[src/rtl/usart_baud_gen_if.sv]
// usart_baud_gen_if: configuration inputs and strobe outputs of the USART baud generator
interface usart_baud_gen_if #(parameter int BSEL_W = 12);
  logic [BSEL_W-1:0] bsel;
  logic              u2x;
  logic              umsel;
  logic              change_cfg;
  logic              rxen;
  logic              txen;
  logic              rx_restart;
  logic              clr_tx_cnt;
  logic              rx_smp_en;
  logic [3:0]        rx_smp_idx;
  logic              rx_bit_en;
  logic              tx_bit_en;
  logic              xck_o;
  modport master (
    output bsel, u2x, umsel, change_cfg, rxen, txen, rx_restart, clr_tx_cnt,
    input  rx_smp_en, rx_smp_idx, rx_bit_en, tx_bit_en, xck_o
  );
  modport slave (
    input  bsel, u2x, umsel, change_cfg, rxen, txen, rx_restart, clr_tx_cnt,
    output rx_smp_en, rx_smp_idx, rx_bit_en, tx_bit_en, xck_o
  );
endinterface

[src/rtl/usart_baud_gen.sv]
// usart_baud_gen: RX/TX prescalers, oversampling strobes and synchronous-master XCK
module usart_baud_gen #(
  parameter int BSEL_W   = 12,
  parameter bit SYNC_RST = 1'b0
) (
  input logic             clk,
  input logic             nrst,
  usart_baud_gen_if.slave bus
);
  logic [BSEL_W-1:0] r_rx_prsc, r_tx_prsc;
  logic [3:0]        r_rx_idx, r_tx_cnt;
  logic              r_xck;
  logic [3:0]        w_ovs_max, w_mid;
  logic              w_x8, w_tx_act, w_rx_rst, w_rx_tick, w_tx_tick, w_rx_smp;
  // Only the asynchronous-reset variant exists; the parameter is kept for interface compatibility.
  if (SYNC_RST) begin : g_sync_rst_reserved
  end
  // Expiry qualification and strobe generation; strobes are gated by nrst so they stay 0 in reset.
  always_comb begin
    w_x8           = bus.u2x & ~bus.umsel;
    w_ovs_max      = w_x8 ? 4'd7 : 4'd15;
    w_mid          = w_x8 ? 4'd3 : 4'd7;
    w_tx_act       = bus.umsel ? (bus.txen | bus.rxen) : bus.txen;
    w_rx_rst       = bus.rx_restart & ~bus.umsel;
    w_rx_tick      = nrst & bus.rxen & (r_rx_prsc == '0) & ~bus.change_cfg & ~w_rx_rst;
    w_tx_tick      = nrst & w_tx_act & (r_tx_prsc == '0) & ~bus.change_cfg & ~bus.clr_tx_cnt;
    w_rx_smp       = bus.umsel ? (bus.rxen & w_tx_tick & ~r_xck) : w_rx_tick;
    bus.rx_smp_en  = w_rx_smp;
    bus.rx_bit_en  = bus.umsel ? w_rx_smp : (w_rx_tick & (r_rx_idx == w_mid));
    bus.tx_bit_en  = bus.txen & w_tx_tick & (bus.umsel ? r_xck : (r_tx_cnt == w_ovs_max));
    bus.rx_smp_idx = r_rx_idx;
    bus.xck_o      = r_xck;
  end
  // RX prescaler: reload on config change, realignment, expiry or while disabled, else count down.
  always_ff @(posedge clk or negedge nrst) begin
    if (!nrst) r_rx_prsc <= '0;
    else r_rx_prsc <= (bus.change_cfg | w_rx_rst | ~bus.rxen | (r_rx_prsc == '0)) ? bus.bsel : r_rx_prsc - BSEL_W'(1);
  end
  // TX prescaler: also the XCK time base, so in master mode it runs whenever either side is enabled.
  always_ff @(posedge clk or negedge nrst) begin
    if (!nrst) r_tx_prsc <= '0;
    else r_tx_prsc <= (bus.change_cfg | bus.clr_tx_cnt | ~w_tx_act | (r_tx_prsc == '0)) ? bus.bsel : r_tx_prsc - BSEL_W'(1);
  end
  // RX sample index: advances per sample and wraps at OVS-1; held at 0 in master mode.
  always_ff @(posedge clk or negedge nrst) begin
    if (!nrst) r_rx_idx <= '0;
    else if (bus.change_cfg | w_rx_rst | ~bus.rxen | bus.umsel) r_rx_idx <= '0;
    else if (w_rx_tick) r_rx_idx <= (r_rx_idx == w_ovs_max) ? 4'd0 : r_rx_idx + 4'd1;
  end
  // TX oversample counter (async) and XCK toggle (master) share the TX prescaler expiry.
  always_ff @(posedge clk or negedge nrst) begin
    if (!nrst) begin
      r_tx_cnt <= '0;
      r_xck    <= 1'b0;
    end else begin
      r_tx_cnt <= (bus.change_cfg | bus.clr_tx_cnt | ~bus.txen | bus.umsel) ? 4'd0 :
                  w_tx_tick ? ((r_tx_cnt == w_ovs_max) ? 4'd0 : r_tx_cnt + 4'd1) : r_tx_cnt;
      r_xck    <= (bus.change_cfg | ~bus.umsel | ~(bus.txen | bus.rxen)) ? 1'b0 : r_xck ^ w_tx_tick;
    end
  end
endmodule

[src/flat_wrapper.sv]
// flat-port wrapper written by rule: the top's interface ports become plain ports
module usart_baud_gen_flat 
#(
  parameter int BSEL_W   = 12,
  parameter bit SYNC_RST = 1'b0
)
  (clk, nrst, bus_bsel, bus_u2x, bus_umsel, bus_change_cfg, bus_rxen, bus_txen, bus_rx_restart, bus_clr_tx_cnt, bus_rx_smp_en, bus_rx_smp_idx, bus_rx_bit_en, bus_tx_bit_en, bus_xck_o);
  usart_baud_gen_if #(.BSEL_W(BSEL_W)) bus_i ();
  input logic clk;
  input logic nrst;
  input wire logic [$bits(bus_i.bsel)-1:0] bus_bsel;
  input wire logic [$bits(bus_i.u2x)-1:0] bus_u2x;
  input wire logic [$bits(bus_i.umsel)-1:0] bus_umsel;
  input wire logic [$bits(bus_i.change_cfg)-1:0] bus_change_cfg;
  input wire logic [$bits(bus_i.rxen)-1:0] bus_rxen;
  input wire logic [$bits(bus_i.txen)-1:0] bus_txen;
  input wire logic [$bits(bus_i.rx_restart)-1:0] bus_rx_restart;
  input wire logic [$bits(bus_i.clr_tx_cnt)-1:0] bus_clr_tx_cnt;
  output wire logic [$bits(bus_i.rx_smp_en)-1:0] bus_rx_smp_en;
  output wire logic [$bits(bus_i.rx_smp_idx)-1:0] bus_rx_smp_idx;
  output wire logic [$bits(bus_i.rx_bit_en)-1:0] bus_rx_bit_en;
  output wire logic [$bits(bus_i.tx_bit_en)-1:0] bus_tx_bit_en;
  output wire logic [$bits(bus_i.xck_o)-1:0] bus_xck_o;
  assign bus_i.bsel = bus_bsel;
  assign bus_i.u2x = bus_u2x;
  assign bus_i.umsel = bus_umsel;
  assign bus_i.change_cfg = bus_change_cfg;
  assign bus_i.rxen = bus_rxen;
  assign bus_i.txen = bus_txen;
  assign bus_i.rx_restart = bus_rx_restart;
  assign bus_i.clr_tx_cnt = bus_clr_tx_cnt;
  assign bus_rx_smp_en = bus_i.rx_smp_en;
  assign bus_rx_smp_idx = bus_i.rx_smp_idx;
  assign bus_rx_bit_en = bus_i.rx_bit_en;
  assign bus_tx_bit_en = bus_i.tx_bit_en;
  assign bus_xck_o = bus_i.xck_o;
  usart_baud_gen #(.BSEL_W(BSEL_W), .SYNC_RST(SYNC_RST)) u_core (.clk(clk), .nrst(nrst), .bus(bus_i));
endmodule
[config.mk]
export PLATFORM = sky130hd
export DESIGN_NAME = usart_baud_gen_flat
export DESIGN_NICKNAME = d
export VERILOG_FILES = /design/src/rtl/usart_baud_gen_if.sv /design/src/rtl/usart_baud_gen.sv /design/src/flat_wrapper.sv
export SDC_FILE = /design/constraint.sdc
export NUM_CORES = 1
export LEC_CHECK = 0
export CAP_MARGIN = 20
export CORE_AREA = 2 2 72 74
export CTS_CLUSTER_SIZE = 40
export DETAILED_ROUTE_END_ITERATION = 8
export DIE_AREA = 0 0 74 76
export PLACE_DENSITY = 0.58
export SYNTH_ARGS = -nofsm -noshare
export SYNTH_HDL_FRONTEND = slang
export SYNTH_SLANG_ARGS = --single-unit
[constraint.sdc]
create_clock -name clk -period 2.7 [get_ports clk]
set_input_delay 0.54 -clock clk [delete_from_list [all_inputs] [get_ports clk]]
set_output_delay 0.54 -clock clk [all_outputs]
set_load 0.01 [all_outputs]
# Word-level counts from Yosys, hierarchy flattened
# Cells that the tools add are included.
[word_totals]
register_bits = 33
latchBits = 0
mem_bits_rw = 0
mem_bits_ro = 0
in_bits = 21
output_inout_bits = 8
wordCells = 68
n_memories = 0
[op_classes]
n_addsub = 4
multipliers = 0
div = 0
order_cmp = 0
n_eq_ne = 3
shifts = 0
muxes = 15
bitwise = 37
reduce_logical = 4
[ops]
columns = ["op", "n"]
rows = [
  ["two-way mux 4 bit", 7],
  ["logical NOT 12 bit", 2],
  ["two-way mux 12 bit", 2],
  ["subtractor 12 x 1 -> 12 bit (second input constant)", 2],
  ["bitwise AND 1 bit", 15],
  ["== test 4 bit", 3],
  ["OR 1 bit", 12],
  ["inverter 1 bit", 9],
  ["adder 4 x 1 -> 4 bit (second input constant)", 2],
  ["two-way mux 1 bit", 5],
  ["nonzero test 2 bit", 2],
  ["two-way mux 3 bit", 1],
  ["bitwise XOR 1 bit", 1],
]

# Longest topological paths before layout
[depth]
word_depth = 10
mapped_depth = 8
depth_no_buf = 7

# Least setup slack after synthesis
# Ideal clock, no wire load.
[synth_path]
kind = "register -> output"
from = "reg u_core.r_rx_prsc[6]"
to = "out bus_rx_bit_en"
arrival_ns = 1.837
required_ns = 2.160
slack_ns = 0.323
stages_incl_launch_ff = 7
n_path_buf = 1
cell_sequence = "dfrtp_1 or3_1 buf_2 or3_1 nor3_2 nand2_1 o21ai_0"
[synth_via]
elab_chain_len = 6
elab_cells_between_ends = 7
cone_classes = "2 x mux; 4 x bitwise; 1 x reduce/logical"
[synth_rtl]
columns = ["element", "line_no", "text"]
rows = [
  ["start, declared", "usart_baud_gen.sv:10", "logic [BSEL_W-1:0] r_rx_prsc, r_tx_prsc;"],
  ["start signal, assigned", "usart_baud_gen.sv:37", "else r_rx_prsc <= (bus.change_cfg | w_rx_rst | ~bus.rxen | (r_rx_prsc == '0)) ? bus.bsel : r_rx_prsc - BSEL_W' ..."],
  ["logical NOT 12 bit *", "usart_baud_gen.sv:25", "w_rx_tick = nrst & bus.rxen & (r_rx_prsc == '0) & ~bus.change_cfg & ~w_rx_rst;"],
  ["bitwise AND 1 bit * (3 in a row)", "usart_baud_gen.sv:25", ""],
  ["bitwise AND 1 bit / two-way mux 1 bit (equally long branches)", "usart_baud_gen.sv:29, usart_baud_gen.sv:27", ""],
  ["two-way mux 1 bit *", "usart_baud_gen.sv:29", "bus.rx_bit_en = bus.umsel ? w_rx_smp : (w_rx_tick & (r_rx_idx == w_mid));"],
  ["end, declared", "flat_wrapper.sv:21", "output wire logic [$bits(bus_i.rx_bit_en)-1:0] bus_rx_bit_en;"],
]
# Every way passes the cells marked *; elsewhere a longest branch is shown, timed or not.

# Final worst setup path
[layout_path]
from = "reg u_core.r_tx_prsc[0]"
to = "out bus_tx_bit_en"
[layout_via]
elab_chain_len = 6
[layout_rtl]
columns = ["element", "line_no", "text"]
rows = [
  ["start, declared", "usart_baud_gen.sv:10", ""],
  ["start signal, assigned", "usart_baud_gen.sv:42", "else r_tx_prsc <= (bus.change_cfg | bus.clr_tx_cnt | ~w_tx_act | (r_tx_prsc == '0)) ? bus.bsel : r_tx_prsc - B ..."],
  ["logical NOT 12 bit", "usart_baud_gen.sv:26", "w_tx_tick = nrst & w_tx_act & (r_tx_prsc == '0) & ~bus.change_cfg & ~bus.clr_tx_cnt;"],
  ["bitwise AND 1 bit (3 in a row)", "usart_baud_gen.sv:26", ""],
  ["bitwise AND 1 bit (2 in a row)", "usart_baud_gen.sv:30", "bus.tx_bit_en = bus.txen & w_tx_tick & (bus.umsel ? r_xck : (r_tx_cnt == w_ovs_max));"],
  ["end, declared", "flat_wrapper.sv:22", "output wire logic [$bits(bus_i.tx_bit_en)-1:0] bus_tx_bit_en;"],
]
# No other way between the ends.

==> out/summary.log <==
qor: status.status complete, no violations
qor: pwr.peakVddDrop 0.264 mV
qor: place.gpl_congestion 0.822
qor: die.die-width 74 um
qor: clocking.clock-sinks 33
qor: place.place_inst 329
qor: layout.design.final.nets 301
qor: clocking.max-clock-path-buffers 2
qor: yosys.synth_mux_area_share 1.64%
qor: routing.dr_total_vias 1649
qor: yosys.syn-mean-instance-area 9.10 um^2
qor: routing.final_antenna_net_count 0
qor: layout.register_area 827 um^2
qor: routing.detailedRoute.firstPassIterationCount 4
qor: global_route.first_global_vias 1680
qor: layout.flow.area_growth_from_synthesis 38.7%
qor: sta.max_freq 0.394 GHz
qor: die.die_area 5620 um^2
qor: clocking.htree_levels 2
qor: die.core_area 4910 um^2
qor: yosys.area_share_of_xor_xnor_cells_in_the_synthesized_design 10.6%
qor: yosys.netlist_instances 209
qor: yosys.synth_top_family_by_area simple AND/OR/NAND/NOR gates
qor: die.placement_row_count 26
qor: sta.timing.final.crit_share 94.1%
qor: sta.fin_setup_tns 0 ns
qor: clocking.clk_pin_slew_worst_paths 0.06 ns
qor: yosys.synth.distinct_cells 38
qor: yosys.sequential_area_share_after_synthesis 43.4%
qor: clocking.cts-buffers-inserted 5
qor: global_route.grt_overflow_total 0
qor: layout.multi_input_comb_area 1070 um^2
qor: critical_path.cp.required 2.16 ns
qor: die.io_pins 29
qor: yosys.synth-adder-area-share 3.95%
qor: sta.whs 0.528 ns
qor: layout.stdcell_count 345
qor: sta.slew_headroom 70.6%
qor: clocking.cts_hold_buf 0
qor: critical_path.critPathBufInv 3
qor: yosys.post-synth-top-area-fraction 43.4%
qor: sta.report.final.setup_viol 0
qor: layout.fillers 483
qor: place.post_dp_cell_area 2470 um^2
qor: die.floorplan.initialDensity 38.7%
qor: routing.dr.first_iter.drc_count 31
qor: routing.postRouteWirelength 4300 um
qor: critical_path.crit_path_max_incr_delay 0.41 ns
qor: routing.drc 0
qor: yosys.netlist_top_cells_area sky130_fd_sc_hd__dfrtp_1 43%, sky130_fd_sc_hd__xnor2_1 7.4%, sky130_fd_sc_hd__nand2_1 5.3%
qor: place.place.detailed.hpwl 3160 um
qor: routing.avgRoutedWirePerCell 12.5 um
qor: worst_hold_path.hold_class flip-flop to flip-flop
qor: global_route.number_of_antenna_violations_at_the_first_check_in_global_routing 0
qor: yosys.synth.cell_area 1900 um^2
qor: job.max_cap_violations 0
qor: die.die-height 76 um
qor: yosys.ys.warnings.count 0
qor: sta.setup_repair_after_global_routing_missed_its_margin false
qor: pwr.power.density_cell_area 419 nW/um^2
qor: sta.finalWorstPathRequiredPeriod 2.54 ns
qor: critical_path.criticalPathCategory flip-flop to output port
qor: global_route.grt_pass1_wl 7400 um
qor: place.numPortBuffers 28
qor: critical_path.cp_data_arrival_time 2.00 ns
qor: layout.final_cell_area 2640 um^2
qor: yosys.synth_compound_gate_area_share 10.8%
qor: critical_path.path_cells inv_2 -> ha_1 -> nor2b_2 -> nand4_2 -> nor4b_4 -> buf_4 -> and3_2 -> clkdlybuf4s15_1
qor: critical_path.critical_path.max_fanout 3
qor: critical_path.critical_path.slowest_cell sky130_fd_sc_hd__dfrtp_1
qor: layout.ratio_of_cells_with_drive_above_1_in_the_final_layout 22.2%
qor: yosys.number_of_register_bits_inferred_by_synthesis 33
qor: sta.finalHoldViolCount 0
qor: clocking.clock_insertion_delay_worst_skew 0.28 ns
qor: yosys.synth_top_cell_by_area sky130_fd_sc_hd__dfrtp_1
qor: yosys.synthesis.nets 236
qor: sta.worst_pin_slew 0.441 ns
qor: sta.final.setup_skew 0.00357 ns
qor: routing.detail_route.vias_per_cell 4.78
qor: critical_path.worst_setup_sp_type flip-flop
qor: sta.finalMaxSlewViolations 0
qor: clocking.buffer_type_at_the_clock_tree_root sky130_fd_sc_hd__clkbuf_8
qor: yosys.synthSimpleGateAreaFrac 27.2%
qor: layout.num_antenna_cells 0
qor: clocking.cts_tree yes
qor: critical_path.critical_path.top_delay_family simple AND/OR/NAND/NOR gates
qor: critical_path.setup.worst_path.end_class output port
qor: global_route.largest_net_degree_at_the_start_of_global_routing 36
qor: global_route.grt_util_all_layers 17.0%
qor: pwr.p_leak 1.12 nW
## logic make-up after synthesis
kind of cell    Yosys count
flops                    33
buf+inv                  11
compound gates           37
mux                       3
simple gates             96
fa+ha+maj                 6
xor+xnor                 23
## final timing paths
kind	start	end	slack, ns	cells past startpoint
worst max-delay path	u_core.r_tx_prsc[0]	bus_tx_bit_en	0.16	8
worst min-delay path	u_core.r_tx_prsc[0]	u_core.r_tx_prsc[0]	0.53	1
worst max register to register	u_core.r_rx_prsc[1]	u_core.r_rx_prsc[0]	0.54	8
worst min register to register	u_core.r_tx_prsc[0]	u_core.r_tx_prsc[0]	0.53	1
max in group asynchronous	nrst	u_core.r_tx_prsc[5]	1.66	2
min in group asynchronous	nrst	u_core.r_tx_cnt[2]	0.70	2
## metrics by stage
step	utilization, %	setup slack [ns]	power [mW]
after floorplan	-	0.323	0.650
after global placement	50.3	-0.222	0.749
after detailed placement	50.3	-0.249	0.750
after CTS	53.4	0.000448	1.12
after global routing	53.7	0.00986	1.18
final	53.7	0.160	1.10
## Yosys cell counts
library cell	number
sky130_fd_sc_hd__dfrtp_1	33
sky130_fd_sc_hd__nand2_1	27
sky130_fd_sc_hd__nor2_1	26
sky130_fd_sc_hd__xnor2_1	16
sky130_fd_sc_hd__o21ai_0	15
sky130_fd_sc_hd__a21oi_1	14
sky130_fd_sc_hd__nor3_1	9
sky130_fd_sc_hd__xor2_1	7
sky130_fd_sc_hd__ha_1	6
sky130_fd_sc_hd__nand3_1	6
sky130_fd_sc_hd__inv_1	5
sky130_fd_sc_hd__or3_1	4
sky130_fd_sc_hd__buf_2	3
sky130_fd_sc_hd__clkbuf_1	3
sky130_fd_sc_hd__nand3b_1	3
sky130_fd_sc_hd__nor2b_1	3
sky130_fd_sc_hd__nor4_1	3
sky130_fd_sc_hd__a31o_2	2
sky130_fd_sc_hd__a31oi_1	2
sky130_fd_sc_hd__and3_1	2
sky130_fd_sc_hd__mux2i_1	2
sky130_fd_sc_hd__nor4b_1	2
sky130_fd_sc_hd__a21boi_0	1
sky130_fd_sc_hd__a21o_1	1
sky130_fd_sc_hd__and2_1	1
sky130_fd_sc_hd__and3_2	1
sky130_fd_sc_hd__mux2_2	1
sky130_fd_sc_hd__nand2b_1	1
sky130_fd_sc_hd__nand4_2	1
sky130_fd_sc_hd__nand4b_1	1
sky130_fd_sc_hd__nor3_2	1
sky130_fd_sc_hd__nor3b_1	1
sky130_fd_sc_hd__nor4_4	1
sky130_fd_sc_hd__nor4b_2	1
sky130_fd_sc_hd__nor4b_4	1
sky130_fd_sc_hd__o21a_1	1
sky130_fd_sc_hd__o31ai_1	1
sky130_fd_sc_hd__or4b_1	1
## report_power, final
group | internal (mW) | switching (mW)
sequential | 0.526 | 0.0260
combinational | 0.107 | 0.0919
clock | 0.183 | 0.171
## cell usage in the layout, fill, tap and decap left out, types with 7 or more instances in the layout
cell type and n:
sky130_fd_sc_hd__dfrtp_1 32, sky130_fd_sc_hd__o21ai_0 13, sky130_fd_sc_hd__a21oi_1 14, sky130_fd_sc_hd__nor2_1 26
sky130_fd_sc_hd__xnor2_1 16, sky130_fd_sc_hd__nand2_1 27, sky130_fd_sc_hd__clkdlybuf4s50_1 24, sky130_fd_sc_hd__buf_4 35
sky130_fd_sc_hd__nor3_1 7
## state kept, by name, summed over array words and instances (netlist names)
name and count:
u_core.r_tx_cnt 4, u_core.bus.rx_smp_idx 4, u_core.r_rx_prsc 12, u_core.r_tx_prsc 12, u_core.bus.xck_o 1
## layout make-up
cell class,instances,area share (%)
Multi-Input combinational cell,165,40.7
Sequential cell,33,31.3
Timing Repair Buffer,64,20.9
Tap cell,70,3.32
Clock buffer,8,3.03
Inverter,5,0.711
## routing by layer
| metal | global-route usage (%) | part of all wire, % | routed length (um) | vias up |
|---|---|---|---|---|
| met5 | 0 | 0 | 0 | - |
| met4 | 5.45 | 1.4 | 62 | 0 |
| met3 | 4.37 | 4.4 | 189 | 7 |
| met2 | 27.7 | 47 | 2000 | 33 |
| met1 | 21.6 | 48 | 2050 | 763 |
| li1 | - | - | - | 846 |
## repair_timing
action | in CTS | in global routing
buffers inserted | 8 | 0
setup endpoints to repair | 3 | 3
gates resized for setup | 10 | 12
pin swaps | 6 | 4
Power figures use the tool's default switching activity.
